**config.mk**
```make
export PLATFORM = sky130hd
export DESIGN_NAME = rom_fetch_unit
export DESIGN_NICKNAME = d
export VERILOG_FILES = /design/src/rtl/rom_fetch_unit.sv
export SDC_FILE = /design/constraint.sdc
export NUM_CORES = 1
export LEC_CHECK = 0
export CAP_MARGIN = 20
export CORE_MARGIN = 4
export CORE_UTILIZATION = 35
export DETAILED_ROUTE_END_ITERATION = 8
export DONT_BUFFER_PORTS = 1
export REMOVE_ABC_BUFFERS = 1
export SLEW_MARGIN = 20
export SYNTH_ARGS = -nofsm -noshare
export SYNTH_HDL_FRONTEND = slang
export SYNTH_SLANG_ARGS = --single-unit
```
**constraint.sdc**
```tcl
create_clock -name CLK -period 6.2 [get_ports CLK]
set_clock_uncertainty 0.05 [all_clocks]
set_input_delay 1.24 -clock CLK [delete_from_list [all_inputs] [get_ports CLK]]
set_output_delay 1.24 -clock CLK [all_outputs]
set_load 0.02 [all_outputs]
```
**src/rtl/rom_fetch_unit.sv**
```systemverilog
`default_nettype none
// ============================================================================
// Module   : rom_fetch_unit
// Brief    : Program-ROM fetch initiator with FWFT prefetch FIFO and branch flush
// Revision : 1.0
// ============================================================================
module rom_fetch_unit #(
  parameter int ADDR_WIDTH = 8,
  parameter int DATA_WIDTH = 8,
  parameter int FIFO_DEPTH = 2,
  parameter logic [ADDR_WIDTH-1:0] RESET_ADDR = '0
) (
  input  logic                  CLK,
  input  logic                  RESET,
  output logic [ADDR_WIDTH-1:0] ROM_ADDR,
  input  logic [DATA_WIDTH-1:0] ROM_DATA,
  input  logic                  BRANCH_EN,
  input  logic [ADDR_WIDTH-1:0] BRANCH_ADDR,
  output logic                  INSTR_VALID,
  output logic [DATA_WIDTH-1:0] INSTR_DATA,
  output logic [ADDR_WIDTH-1:0] INSTR_ADDR,
  input  logic                  INSTR_READY
);

  localparam int c_PTR_W = $clog2(FIFO_DEPTH);
  localparam int c_CNT_W = $clog2(FIFO_DEPTH + 1);
  localparam logic [c_CNT_W:0] c_DEPTH = (c_CNT_W + 1)'(FIFO_DEPTH);

  logic [ADDR_WIDTH-1:0] r_fetch_pc;
  logic                  r_inflight;
  logic [ADDR_WIDTH-1:0] r_inflight_addr;
  logic [c_PTR_W-1:0]    r_wr_ptr;
  logic [c_PTR_W-1:0]    r_rd_ptr;
  logic [c_CNT_W-1:0]    r_count;
  logic [DATA_WIDTH-1:0] r_mem_data [FIFO_DEPTH];
  logic [ADDR_WIDTH-1:0] r_mem_addr [FIFO_DEPTH];

  logic                  w_pop;
  logic                  w_push;
  logic                  w_issue;
  logic [c_CNT_W:0]      w_occupancy;

  assign INSTR_VALID = (r_count != '0);
  assign INSTR_DATA  = r_mem_data[r_rd_ptr];
  assign INSTR_ADDR  = r_mem_addr[r_rd_ptr];

  assign ROM_ADDR = BRANCH_EN ? BRANCH_ADDR : r_fetch_pc;
  assign w_pop    = INSTR_VALID & INSTR_READY & ~BRANCH_EN;
  assign w_push   = r_inflight & ~BRANCH_EN;

  // Counting the in-flight read as occupied means a returning byte always finds room.
  assign w_occupancy = {1'b0, r_count} + (c_CNT_W + 1)'(r_inflight) - (c_CNT_W + 1)'(w_pop);
  assign w_issue     = ~RESET & (BRANCH_EN | (w_occupancy < c_DEPTH));

  always_ff @(posedge CLK) begin
    if (RESET) begin
      r_fetch_pc      <= RESET_ADDR;
      r_inflight      <= 1'b0;
      r_inflight_addr <= '0;
    end else if (w_issue) begin
      r_fetch_pc      <= ROM_ADDR + ADDR_WIDTH'(1);
      r_inflight      <= 1'b1;
      r_inflight_addr <= ROM_ADDR;
    end else begin
      r_inflight      <= 1'b0;
    end
  end

  always_ff @(posedge CLK) begin
    if (RESET || BRANCH_EN) begin
      r_wr_ptr <= '0;
      r_rd_ptr <= '0;
      r_count  <= '0;
    end else begin
      r_wr_ptr <= r_wr_ptr + c_PTR_W'(w_push);
      r_rd_ptr <= r_rd_ptr + c_PTR_W'(w_pop);
      r_count  <= r_count + c_CNT_W'(w_push) - c_CNT_W'(w_pop);
    end
  end

  always_ff @(posedge CLK) begin
    if (RESET) begin
      for (int i = 0; i < FIFO_DEPTH; i++) begin
        r_mem_data[i] <= '0;
        r_mem_addr[i] <= '0;
      end
    end else if (w_push) begin
      r_mem_data[r_wr_ptr] <= ROM_DATA;
      r_mem_addr[r_wr_ptr] <= r_inflight_addr;
    end
  end

endmodule
`default_nettype wire

```
==> results.sh <==
export IMPL_die_x_microns=92.2
export IMPL_drive_above_1_share_pct=21.2
export IMPL_synthMuxAreaShare_pct=10.8
export IMPL_synthXorXnorAreaFrac_pct=3.53
export IMPL_clk_latency_ns=0.30
export IMPL_synth_adder_area_share_pct=1.82
export IMPL_initial_utilization_pct=36.3
export IMPL_wl_per_cell_microns=15.1
export IMPL_netSwitchingFraction_pct=24.0
export IMPL_critPathKind="primary input to output port"
export IMPL_drt_iter0_markers=41
export IMPL_antenna_cells=0
export IMPL_critPathMaxStageDelay_ns=0.36
export IMPL_share_seq_of_total_power_pct=60.0
export IMPL_critical_path_buf_inv_count=1
export IMPL_critPathCaptureType="output port"
export IMPL_path_delay_family="multiplexers"
export IMPL_cp_arrival_ns=1.84
export IMPL_worstPathCellList="mux2i_1 > inv_1"
export IMPL_pwr_share_clk_pct=28.8
export IMPL_grt_start_max_net_pins=22
export IMPL_final_cell_mix="and2_1, edfxtp_1, dfxtp_1"
export IMPL_tns_ns=0
export IMPL_cap_violations=0
export IMPL_synth_seq_area_share_pct=55.7
export IMPL_dr_pass1_iters=4
export IMPL_numCtsBuffers=5
export IMPL_start_kind="primary input"
export IMPL_globalplace_congestion=0.778
export IMPL_clock_sinks=53
export IMPL_whs_ns=0.410
export IMPL_htree_levels=2
export IMPL_p_switching_uw=162
export IMPL_rsz0062_at_grt="false"
export IMPL_slew_headroom_pct=38.5
export IMPL_hold_class="flip-flop to flip-flop"
export IMPL_power_leakage_nw=1.01
export IMPL_synth_area_sq_mm=0.00248
export IMPL_finalSetupViolCount=0
export IMPL_grt_first_pass_wirelength_microns=7430
export IMPL_worstPathRequired_ns=4.91
export IMPL_synth_simple_area_share_pct=15.1
export IMPL_die_y_microns=92.2
export IMPL_worstMarginPinSlew_ns=0.919
export IMPL_path_clk_slew_ns=0.09
export IMPL_ctsResizeCount=0
export IMPL_fp_coreArea_sq_mm=0.00683
export IMPL_cts_tree="yes"
export IMPL_fin_crit_ns=3.13
export IMPL_grt_remaining_overflow=0
export IMPL_vias_per_cell=4.86
export IMPL_status="finished clean"
export IMPL_hold_buffers=0
export IMPL_synth_distinct_cells=39
export IMPL_drtAntennaViolNets=0
export IMPL_place_inst=286
export IMPL_hpwl_microns=3040
export IMPL_synth_seq_cells=53
export IMPL_post_cts_setup_buffers=0
export IMPL_combPwrFrac_pct=11.3
export IMPL_nets=220
export IMPL_hold_violations=0
export IMPL_synth_avg_cell_area_sq_um=12.5
export IMPL_max_freq_mhz=319
export IMPL_ir_drop_mv=0.131
export IMPL_p_per_area_mw_per_mm2=256
export IMPL_grt_usage_pct=11.3
export IMPL_synth_cells=198
export IMPL_period_share_pct=50.5
export IMPL_cts_root_buf="clkbuf_8"
export IMPL_finalMaxSlewViolations=0
export IMPL_final_common_cell="and2_1"
export IMPL_grt_pass1_vias=1434
export IMPL_fp_row_count=30
export IMPL_ys_warn_count=0
export IMPL_io_pins=45
export IMPL_io_buffers=0
export IMPL_cts_buffer_depth=2
export IMPL_num_fill_cells=686
export IMPL_die_area_sq_mm=0.00850
export IMPL_syn_to_final_growth_pct=6.46
export IMPL_synth_compound_area_share_pct=9.03
export IMPL_p_int_uw=514
export IMPL_fin_cells=294
export IMPL_crit_slowest_cell="mux2i_1"
export IMPL_vias=1428
export IMPL_post_route_drc_count=0
export IMPL_wl_microns=4440
export IMPL_antenna_found_initial=0
export IMPL_synth_top_family_by_area="simple AND/OR/NAND/NOR gates"
export IMPL_path_max_fanout=21
## power by group through the flow
stage / registers (mW) / clock network, mW / logic (mW)
final: 0.406 / 0.195 / 0.0762
after global routing: 0.409 / 0.216 / 0.0845
after CTS: 0.406 / 0.203 / 0.0781
after detailed placement: 0.414 / 0 / 0.0776
after global placement: 0.413 / 0 / 0.0777
after floorplan: 0.410 / 0 / 0.0649
## logic make-up after synthesis
logic type | count (synthesis)
AOI/OAI and AO/OA | 26
xor gates and xnor gates | 10
adders and majority gates | 3
buffers and inverters | 19
DFF | 53
muxes | 24
and+or+nand+nor | 63
## final cells by class
class / count / area [sq um] / area share [%]
tap: 96 / 120 / 4.55
inverter: 10 / 37.5 / 1.42
sequential: 53 / 1380 / 52.3
multi-input combinational: 126 / 1000 / 38.0
timing repair buffer: 1 / 7.51 / 0.284
clock buffer: 8 / 90.1 / 3.41
## per-layer routing
metal / vias to the layer above / GRT usage, % / wire (microns)
met2: 46 / 17.8 / 2050
met4: 0 / 4.08 / 72
met1: 678 / 14.1 / 2000
li1: 698 / - / -
met3: 6 / 4.10 / 319
met5: - / 0 / 0
## cells in the mapped netlist
cell | instances | area, sq um
and2_1 | 33 | 206
edfxtp_1 | 32 | 961
dfxtp_1 | 21 | 420
mux2_2 | 19 | 214
a22o_1 | 10 | 87.6
inv_1 | 10 | 37.5
nor2_1 | 9 | 33.8
nand2_1 | 5 | 18.8
xnor2_1 | 5 | 43.8
xor2_1 | 5 | 43.8
clkbuf_1 | 4 | 15.0
mux2i_1 | 4 | 40.0
a211oi_2 | 3 | 37.5
a22o_2 | 3 | 30.0
nand4_1 | 3 | 18.8
o21ai_0 | 3 | 15.0
or2_2 | 3 | 18.8
buf_2 | 2 | 10.0
buf_6 | 2 | 22.5
ha_1 | 2 | 25.0
nand4b_1 | 2 | 17.5
a211oi_1 | 1 | 7.51
a21boi_1 | 1 | 7.51
a21o_2 | 1 | 8.76
a21oi_1 | 1 | 5.00
a21oi_2 | 1 | 8.76
a311oi_1 | 1 | 8.76
and2_4 | 1 | 8.76
buf_8 | 1 | 15.0
fa_1 | 1 | 20.0
mux2i_2 | 1 | 13.8
nand2b_1 | 1 | 6.26
nand3_1 | 1 | 5.00
nor3_1 | 1 | 5.00
nor3b_2 | 1 | 12.5
o211ai_1 | 1 | 7.51
or3_1 | 1 | 6.26
or3b_2 | 1 | 8.76
or4_1 | 1 | 7.51
## worst paths after layout
kind                                                       from                              end  slack (ns)  depth (start not counted)
worst min register to register  r_inflight_addr[7]$_SDFFE_PP0P_  r_inflight_addr[7]$_SDFFE_PP0P_        0.41                          2
worst max-delay path                                  BRANCH_EN                      ROM_ADDR[5]        3.07                          2
worst min-delay path            r_inflight_addr[7]$_SDFFE_PP0P_  r_inflight_addr[7]$_SDFFE_PP0P_        0.41                          2
worst max register to register            r_count[1]$_SDFF_PP0_       r_fetch_pc[7]$_SDFFE_PP0P_        3.58                          7
## metrics by stage
stage | utilization (%) | worst slack (ns) | total power [mW] | area, sq um
2_1_floorplan | - | 2.90 | 0.475 | 2420
3_3_place_gp | 37.3 | 2.86 | 0.491 | 2550
3_5_place_dp | 37.3 | 2.83 | 0.491 | 2550
4_1_cts | 38.6 | 3.06 | 0.687 | 2640
5_1_grt | 38.6 | 3.03 | 0.709 | 2640
6_report | 38.6 | 3.07 | 0.677 | 2640
## sequential cells by signal, indices dropped and copies added, names as in the netlist
signal,count
r_fetch_pc,8
r_mem_data,16
r_count,2
r_inflight,1
r_mem_addr,16
r_rd_ptr,1
r_wr_ptr,1
r_inflight_addr,8
Note: power is estimated with default switching activity, not from simulation.
